## config.mk

```make
export PLATFORM = sky130hd
export DESIGN_NAME = fp_to_fixed_pipe
export DESIGN_NICKNAME = d
export VERILOG_FILES = /design/src/rtl/fp_to_fixed_pipe.sv
export SDC_FILE = /design/constraint.sdc
export NUM_CORES = 1
export LEC_CHECK = 0
export CAP_MARGIN = 5
export CORE_MARGIN = 2
export CORE_UTILIZATION = 40
export DETAILED_ROUTE_END_ITERATION = 8
export PLACE_DENSITY = 0.62
export SLEW_MARGIN = 30
export SYNTH_ARGS = -nofsm -noshare
export SYNTH_HDL_FRONTEND = slang
export SYNTH_SLANG_ARGS = --single-unit
```

## constraint.sdc

```tcl
create_clock -name clk -period 13.5 [get_ports clk]
set_input_delay 2.025 -clock clk [delete_from_list [all_inputs] [get_ports clk]]
set_output_delay 2.025 -clock clk [all_outputs]
set_load 0.02 [all_outputs]
```

## src/rtl/fp_to_fixed_pipe.sv

```systemverilog
// IEEE-754 single to fixed-point integer converter, 3-stage valid/ready pipeline.
// Define F2I_ROUND_EN for round-to-nearest-even; default build floors toward -inf.
module fp_to_fixed_pipe #(
    parameter int OUT_W      = 16,
    parameter int FRAC_W     = 5,
    parameter int SIGNED_OUT = 0
) (
    input  logic             clk,
    input  logic             rst_n,
    input  logic             in_valid,
    output logic             in_ready,
    input  logic [31:0]      in_data,
    output logic             out_valid,
    input  logic             out_ready,
    output logic [OUT_W-1:0] out_data,
    output logic             out_sat,
    output logic [15:0]      sat_count,
    input  logic             clr_count
);

    localparam int STAGES = 3;
    localparam int VW     = 26;
    localparam logic signed [VW-1:0] LIM_HI = $signed({{(VW-OUT_W+1){1'b0}}, {(OUT_W-1){1'b1}}});
    localparam logic signed [VW-1:0] LIM_LO = $signed({{(VW-OUT_W+1){1'b1}}, {(OUT_W-1){1'b0}}});
    localparam logic [OUT_W-1:0] MSB    = {1'b1, {(OUT_W-1){1'b0}}};
    localparam logic [OUT_W-1:0] FLIP   = (SIGNED_OUT != 0) ? '0 : MSB;
    localparam logic [OUT_W-1:0] OUT_HI = ~MSB ^ FLIP;
    localparam logic [OUT_W-1:0] OUT_LO = MSB ^ FLIP;

    logic [STAGES:1]      vld_pipe_q, vld_pipe_d;
    logic                 ld1, ld2, ld3;
    logic                 sign1_q, sign1_d, nan1_q, nan1_d, ovf1_q, ovf1_d;
    logic [23:0]          mant1_q, mant1_d;
    logic [5:0]           rsh1_q, rsh1_d;
    logic                 sign2_q, sign2_d, nan2_q, nan2_d, ovf2_q, ovf2_d;
    logic signed [VW-1:0] val2_q, val2_d;
    logic [OUT_W-1:0]     out_data_q, out_data_d;
    logic                 out_sat_q, out_sat_d;
    logic [15:0]          sat_count_q, sat_count_d;

    logic [7:0]           exp_in;
    logic                 zero_in, special_in, big_in;
    logic signed [10:0]   pexp, rsh_full;
    logic [71:0]          shifted;
    logic [23:0]          int_part;
    logic                 guard, sticky, inc;
    logic [24:0]          mag;
    logic                 sat_hi, sat_lo;

    // A stage loads when the stage below it is empty or draining this cycle.
    always_comb begin
        ld3 = !vld_pipe_q[3] || out_ready;
        ld2 = !vld_pipe_q[2] || ld3;
        ld1 = !vld_pipe_q[1] || ld2;
        vld_pipe_d[1] = ld1 ? in_valid      : vld_pipe_q[1];
        vld_pipe_d[2] = ld2 ? vld_pipe_q[1] : vld_pipe_q[2];
        vld_pipe_d[3] = ld3 ? vld_pipe_q[2] : vld_pipe_q[3];
    end

    // S1: value = mant * 2^(pexp-23); anything at or above 2^OUT_W is flagged overflow.
    always_comb begin
        exp_in     = in_data[30:23];
        zero_in    = (exp_in == 8'h00);
        special_in = (exp_in == 8'hFF);
        pexp       = $signed({3'b000, exp_in}) - 11'sd127 + $signed(11'(FRAC_W));
        big_in     = (pexp >= $signed(11'(OUT_W)));
        rsh_full   = 11'sd23 - pexp;
        sign1_d    = sign1_q;
        nan1_d     = nan1_q;
        ovf1_d     = ovf1_q;
        mant1_d    = mant1_q;
        rsh1_d     = rsh1_q;
        if (ld1 && in_valid) begin
            sign1_d = in_data[31];
            nan1_d  = special_in && (in_data[22:0] != 23'd0);
            ovf1_d  = !zero_in && big_in;
            mant1_d = zero_in ? 24'd0 : {1'b1, in_data[22:0]};
            // Shifts past 49 all give int 0, guard 0, sticky 1.
            if (big_in)                    rsh1_d = 6'd0;
            else if (rsh_full > 11'sd49)   rsh1_d = 6'd49;
            else                           rsh1_d = rsh_full[5:0];
        end
    end

    // S2: align magnitude, round, then apply sign.
    always_comb begin
        shifted  = {mant1_q, 48'd0} >> rsh1_q;
        int_part = shifted[71:48];
        guard    = shifted[47];
        sticky   = |shifted[46:0];
`ifdef F2I_ROUND_EN
        inc      = guard && (sticky || int_part[0]);
`else
        // Floor of a negative value is one more magnitude when any fraction remains.
        inc      = sign1_q && (guard || sticky);
`endif
        mag      = {1'b0, int_part} + {24'd0, inc};
        sign2_d  = sign2_q;
        nan2_d   = nan2_q;
        ovf2_d   = ovf2_q;
        val2_d   = val2_q;
        if (ld2 && vld_pipe_q[1]) begin
            sign2_d = sign1_q;
            nan2_d  = nan1_q;
            ovf2_d  = ovf1_q;
            val2_d  = sign1_q ? -$signed({1'b0, mag}) : $signed({1'b0, mag});
        end
    end

    // S3: clamp, offset, and the saturation counter.
    always_comb begin
        sat_hi     = nan2_q || (ovf2_q ? !sign2_q : (val2_q > LIM_HI));
        sat_lo     = !nan2_q && (ovf2_q ? sign2_q : (val2_q < LIM_LO));
        out_data_d = out_data_q;
        out_sat_d  = out_sat_q;
        if (ld3 && vld_pipe_q[2]) begin
            out_sat_d = sat_hi || sat_lo;
            if (sat_hi)      out_data_d = OUT_HI;
            else if (sat_lo) out_data_d = OUT_LO;
            else             out_data_d = val2_q[OUT_W-1:0] ^ FLIP;
        end
        sat_count_d = sat_count_q;
        if (clr_count)
            sat_count_d = 16'd0;
        else if (vld_pipe_q[3] && out_ready && out_sat_q && (sat_count_q != 16'hFFFF))
            sat_count_d = sat_count_q + 16'd1;
    end

    always_ff @(posedge clk or negedge rst_n) begin
        if (!rst_n) begin
            vld_pipe_q  <= '0;
            sign1_q     <= 1'b0;
            nan1_q      <= 1'b0;
            ovf1_q      <= 1'b0;
            mant1_q     <= '0;
            rsh1_q      <= '0;
            sign2_q     <= 1'b0;
            nan2_q      <= 1'b0;
            ovf2_q      <= 1'b0;
            val2_q      <= '0;
            out_data_q  <= '0;
            out_sat_q   <= 1'b0;
            sat_count_q <= '0;
        end else begin
            vld_pipe_q  <= vld_pipe_d;
            sign1_q     <= sign1_d;
            nan1_q      <= nan1_d;
            ovf1_q      <= ovf1_d;
            mant1_q     <= mant1_d;
            rsh1_q      <= rsh1_d;
            sign2_q     <= sign2_d;
            nan2_q      <= nan2_d;
            ovf2_q      <= ovf2_d;
            val2_q      <= val2_d;
            out_data_q  <= out_data_d;
            out_sat_q   <= out_sat_d;
            sat_count_q <= sat_count_d;
        end
    end

    assign in_ready  = ld1;
    assign out_valid = vld_pipe_q[3];
    assign out_data  = out_data_q;
    assign out_sat   = out_sat_q;
    assign sat_count = sat_count_q;

endmodule

```

### Word-level counts from Yosys, hierarchy flattened

Index checks and enable logic that the tools add are counted.
W data, S select, Z words.

* add/subtract/negate cells: 6
* magnitude comparators: 4
* eq/ne operators: 2
* shifts and indexed selects: 1
* mux-type cells: 10
* bitwise operators: 1
* reductions and logical operators: 26

Operators by type and width (number)
* $shr A72 B6 Y72: 1
* $mux W16: 4
* $reduce_or A47 Y1: 1
* $gt A26 B16 Y1 const B: 1
* $lt A26 B16 Y1 const B: 1
* $mux W26: 1
* $neg A25 Y26: 1
* $add A24 B1 Y25: 1
* $mux W24: 1
* $reduce_bool A23 Y1: 1
* $add A16 B1 Y16 const B: 1
* $ne A16 B16 Y1 const B: 1
* $mux W6: 2
* $gt A11 B7 Y1 const B: 1
* $sub A6 B10 Y11 const A: 1
* $add A9 B4 Y10 const B: 1
* $ge A10 B6 Y1 const B: 1
* $logic_and A1 B1 Y1: 10
* $sub A8 B7 Y9 const B: 1
* $eq A8 B8 Y1 const B: 1
* $logic_not A8 Y1: 1
* $logic_not A1 Y1: 6
* $logic_or A1 B1 Y1: 6
* $mux W1: 2
* 2 further kinds: 2

* register bits after elaboration: 98
* bits of input ports: 37
* logic and storage cells: 65

### Depth between registers and ports, before layout

* word-level depth: 7
* mapped depth: 25
* depth with buffers taken out: 21

### Worst setup path after synthesis

Ideal clock, no wire load.

* kind: reg-to-reg
* from: register rsh1_q[0]
* to: register val2_q[22]
* library setup time: 0.132 ns
* arrival: 4.986 ns
* data required time: 13.368 ns
* setup slack: 8.382 ns
* stages on the path, launching flop included: 25
* buffers on the path: 4
* clock period less this slack: 5.118 ns
* cells stage by stage: dfrtp_1 -> buf_4 -> buf_4 -> clkbuf_1 -> clkbuf_1 -> a211o_1 -> and3_1 -> a311oi_1 -> a21oi_1 -> mux2i_1 -> nand3_1 -> o41ai_1 -> a21oi_1 -> ha_1 -> nand2b_1 -> or4_1 -> a32oi_4 -> nand3_4 -> nor4_4 -> xnor2_1 -> a211o_1 -> or4b_4 -> o21ai_2 -> xnor2_1 -> o21ai_1

* word-level cells in the longest chain between the ends: 7

RTL lines
* start, declared: line 34 `logic [5:0] rsh1_q, rsh1_d;`
* start signal, assigned: line 150 `rsh1_q <= rsh1_d;`
* $shr A72 B6 Y72 (*): line 87 `shifted = {mant1_q, 48'd0} >> rsh1_q;`
* $reduce_or A47 Y1: line 90 `sticky = |shifted[46:0];`
* $logic_or A1 B1 Y1: line 95 `inc = sign1_q && (guard || sticky);`
* $logic_and A1 B1 Y1: line 95
* $add A24 B1 Y25 (*): line 97 `mag = {1'b0, int_part} + {24'd0, inc};`
* $neg A25 Y26: line 106 `val2_d = sign1_q ? -$signed({1'b0, mag}) : $signed({1'b0, mag});`
* $mux W26 (*): line 106
* end signal, assigned: line 154 `val2_q <= val2_d;`
* end, declared: line 36 `logic signed [VW-1:0] val2_q, val2_d;`

Mark *: on every way between the ends. The rest lies on a longest branch, timed or not.
A chain may end at the register's enable or synchronous reset.

### Worst setup path in the final report

* from: register rsh1_q[1]
* to: register val2_q[22]

Same word-level chain as after synthesis.

==> impl_metrics.toml <==
[placed_design]
dpl-instance-area_mm2 = 0.008437
hpwl_um = 15480
port_buffers = 71
gp_routability_congestion = 0.9785

[setup_path]
largest_stage_delay_on_the_critical_path_ps = 830
path_class = "reg -> reg"
critical_path.slowest_cell = "sky130_fd_sc_hd__dfrtp_4"
cp.arrival_ps = 6290
path_cells = "mux2i_1 > mux4_2 > o22ai_1 > nor2_1 > nand3_1 > nor4b_1 > a21oi_1 > o41ai_1 > a21oi_1 > ha_1 > nand2b_1 > or4_1 > a32oi_4 > nand3_4 > nor4_1 > nor3_1 > a211o_1 > or4b_4 > o21ai_2 > xnor2_1 > o21ai_1"
ff2ff_path_depth = 21
required_ps = 13720
cp_common_cell = "sky130_fd_sc_hd__a21oi_1"
worst-path-max-fanout = 46
setup.worst_path.start_class = "flop"
critical_path.endpoint_type = "flop"

[yosys]
synth_nets = 934
async_flop_share = 1.000
netlist_area_mm2 = 0.007587
synth_warn = 0
seq_area_frac_synth = 0.3232
yosys.cell_types.count = 81
syn_avg_cell_area_um2 = 8.612
synth_edf_count = 0
synthCells = 881
postSynth.topFlopCell = "sky130_fd_sc_hd__dfrtp_1"
synth.ff_latch_count = 98

[die]
core_mm2 = 0.01864
start_util = 0.4070
fp-row-count = 50
ioPinCount = 72
die_h_um = 141.7
die_width_um = 141.7
die-area_mm2 = 0.02009

[timing]
clock-skew-final_ps = 7.695
tightestPinTransition_ps = 1004
setup_tns_ps = 0
slew-limit-headroom = 0.3285
hold_viol = 0
timing.final.crit_period_ps = 6069
setup_viol = 0
grt_setup_unrepaired = "no"
final-max-slew-violation-count = 0
achievable-frequency_ghz = 0.1648
final.period_utilization = 0.4495

[clock_tree]
clk_lat_worst_skew_ps = 350
deepest_clock_path_buffer_count = 2
cts_buffers = 9
cts_repair_resize_count = 0
ctsHtreeMaxLevel = 3
cts_hold_buffers = 0
post-cts-setup-buffer-count = 0
clock_tree.root_cell = "sky130_fd_sc_hd__clkbuf_16"
tritoncts = "yes"
clkSlewWorstSetupHoldPaths_ps = 70
cts_num_sinks = 98

[route]
drt-pass1-iter-count = 5
drt-total-wl_um = 20470
route.vias.total = 6873
route.detailed.vias_per_inst = 5.900
ant_nets = 0
wl_per_cell_um = 17.57
dr.first_iter.drc_count = 630
drcViolationCount = 0

[global_route]
overflow = 0
vias_in_the_first_global_route = 6579
initial_antenna_violation_count = 0
wire_length_of_the_first_global_routing_pass_um = 34190
global_route.usage.total = 0.2118
grt_max_degree = 60

[cells_and_area]
area_growth_pct = 15.44
nFillCells = 1828
post-route-cell-area_mm2 = 0.008758
final_nets = 979
antenna_cells = 0
final_layout_size_suffix_gt1_frac = 0.07304

[power]
leakage_component_of_the_power_nw = 3.401
power.density_mw_per_mm2 = 162.6
ir_worst_vdd_mv = 0.07157

[min_path]
worst_hold_path.num_cells = 2
min-delay-path-class = "reg -> reg"

[run]
max_cap_violations = 0

[run_status]
run_status = "finished, final reports clean"
-- final timing paths --
kind	slack, ps	endpoint	from
max	7430	val2_q[22]	rsh1_q[1]
min	470	ovf2_q	ovf1_q
max reg2reg	7430	val2_q[22]	rsh1_q[1]
min reg2reg	470	ovf2_q	ovf1_q
max in group asynchronous	10750	out_data[10]	rst_n
min in group asynchronous	1630	sat_count[5]	rst_n
-- layer usage --
layer | track usage | vias to the layer above | routed length (µm)
li1 | - | 3335 | -
met1 | 0.2844 | 3272 | 9185
met2 | 0.3464 | 230 | 9585
met3 | 0.03847 | 36 | 1192
met4 | 0.07053 | 0 | 501
met5 | 0 | - | 0
-- logic make-up (layout without fill, tap and decap cells) --
| logic type | after synthesis | in the layout | share of synthesized area |
|---|---|---|---|
| muxes | 60 | 60 | 0.1074 |
| buffers and inverters | 66 | 116 | 0.04040 |
| xor gates and xnor gates | 60 | 60 | 0.06926 |
| and+or+nand+nor | 360 | 360 | 0.2343 |
| DFF | 98 | 98 | 0.3232 |
| AOI/OAI and AO/OA | 221 | 221 | 0.1990 |
| adders and majority gates | 16 | 16 | 0.02638 |
-- cell usage after synthesis, types with 8 or more instances --
cell                       instances  area (µm²)
sky130_fd_sc_hd__a22o_1           30       262.8
sky130_fd_sc_hd__o31ai_1           9       67.56
sky130_fd_sc_hd__mux2i_1          33       330.3
sky130_fd_sc_hd__nand2b_1         12       75.07
sky130_fd_sc_hd__nand4_1          15       93.84
sky130_fd_sc_hd__dfrtp_1          98        2452
sky130_fd_sc_hd__clkbuf_1         33       123.9
sky130_fd_sc_hd__ha_1             16       200.2
sky130_fd_sc_hd__nor3_1           26       130.1
sky130_fd_sc_hd__a21oi_1          31       155.2
sky130_fd_sc_hd__mux2_2           11       123.9
sky130_fd_sc_hd__nor4_1           20       125.1
sky130_fd_sc_hd__o21ai_0          65       325.3
sky130_fd_sc_hd__a31oi_1           8       50.05
sky130_fd_sc_hd__or3_1            11       68.82
sky130_fd_sc_hd__nor2b_1          13       81.33
sky130_fd_sc_hd__o211ai_1          8       60.06
sky130_fd_sc_hd__mux4_2           16       360.4
sky130_fd_sc_hd__xnor2_1          28       245.2
sky130_fd_sc_hd__inv_1            19       71.32
sky130_fd_sc_hd__nor2_1           77       289.0
sky130_fd_sc_hd__o21ai_1           9       45.04
sky130_fd_sc_hd__xor2_1           32       280.3
sky130_fd_sc_hd__nand3_1          22       110.1
sky130_fd_sc_hd__nand2_1         124       465.5
-- critical path, delay by kind of cell, from the launching register on --
family	cells	cell delay (ps)
AOI/OAI and AO/OA	8	1780
xor gates and xnor gates	1	130
and+or+nand+nor	9	2100
DFF	1	830
adders and majority gates	1	230
muxes	2	850
-- stage by stage --
stage | util | cells | total power [mW] | worst slack [ps] | hold slack, ps
finish | 0.4698 | 1165 | 1.424 | 7431 | 472.1
global route | 0.4698 | 1165 | 1.526 | 6944 | 497.6
CTS | 0.4697 | 1165 | 1.426 | 7212 | 477.8
detailed placement | 0.4526 | 1149 | 1.143 | 7245 | 459.6
global placement | 0.4521 | 1149 | 1.140 | 7364 | 452.3
floorplan | - | 881 | 0.9314 | 8382 | 438.6
-- layout by cell type, fill, tap and decap left out, types with 5 or more instances in the layout --
cell	synthesis	layout
sky130_fd_sc_hd__o21ai_1	9	9
sky130_fd_sc_hd__nor2b_1	13	13
sky130_fd_sc_hd__nor3_1	26	26
sky130_fd_sc_hd__o21ai_0	65	65
sky130_fd_sc_hd__inv_1	19	19
sky130_fd_sc_hd__and2_1	5	5
sky130_fd_sc_hd__buf_4	4	10
sky130_fd_sc_hd__nand2_1	124	124
sky130_fd_sc_hd__o31ai_1	9	9
sky130_fd_sc_hd__nand2b_1	12	12
sky130_fd_sc_hd__nor4_1	20	20
sky130_fd_sc_hd__o31a_1	5	5
sky130_fd_sc_hd__xnor2_1	28	28
sky130_fd_sc_hd__a211o_1	6	6
sky130_fd_sc_hd__mux2_2	11	11
sky130_fd_sc_hd__dfrtp_1	98	97
sky130_fd_sc_hd__nor2_1	77	77
sky130_fd_sc_hd__a22o_1	30	30
sky130_fd_sc_hd__xor2_1	32	32
sky130_fd_sc_hd__mux2i_1	33	33
sky130_fd_sc_hd__mux4_2	16	16
sky130_fd_sc_hd__or3_1	11	11
sky130_fd_sc_hd__a211oi_1	5	5
sky130_fd_sc_hd__nand3_1	22	22
sky130_fd_sc_hd__a21oi_1	31	30
sky130_fd_sc_hd__clkdlybuf4s50_1	0	70
sky130_fd_sc_hd__a31oi_1	8	8
sky130_fd_sc_hd__ha_1	16	16
sky130_fd_sc_hd__clkbuf_16	0	9
sky130_fd_sc_hd__o211ai_1	8	8
sky130_fd_sc_hd__nand4_1	15	15
-- final cells by class --
| class | count | area (µm²) | area share |
|---|---|---|---|
| multi-input combinational | 717 | 4840 | 0.5526 |
| clock inverter | 6 | 90.09 | 0.01029 |
| tap | 234 | 292.8 | 0.03343 |
| clock buffer | 10 | 229.0 | 0.02614 |
| timing repair buffer | 80 | 775.7 | 0.08857 |
| inverter | 20 | 75.07 | 0.008571 |
| sequential | 98 | 2456 | 0.2804 |
-- registers in the layout, summed over array words and instances (netlist names), 3 cells and up --
name / flops
mant1_q: 24
out_data: 16
sat_count: 16
vld_pipe_q: 3
rsh1_q: 6
val2_q: 26
-- power breakdown --
group,switching [mW],internal [mW]
registers,0.0735,0.368
clock network,0.115,0.164
logic,0.415,0.288
total,0.604,0.820
Note: power is estimated with default switching activity, not from simulation.
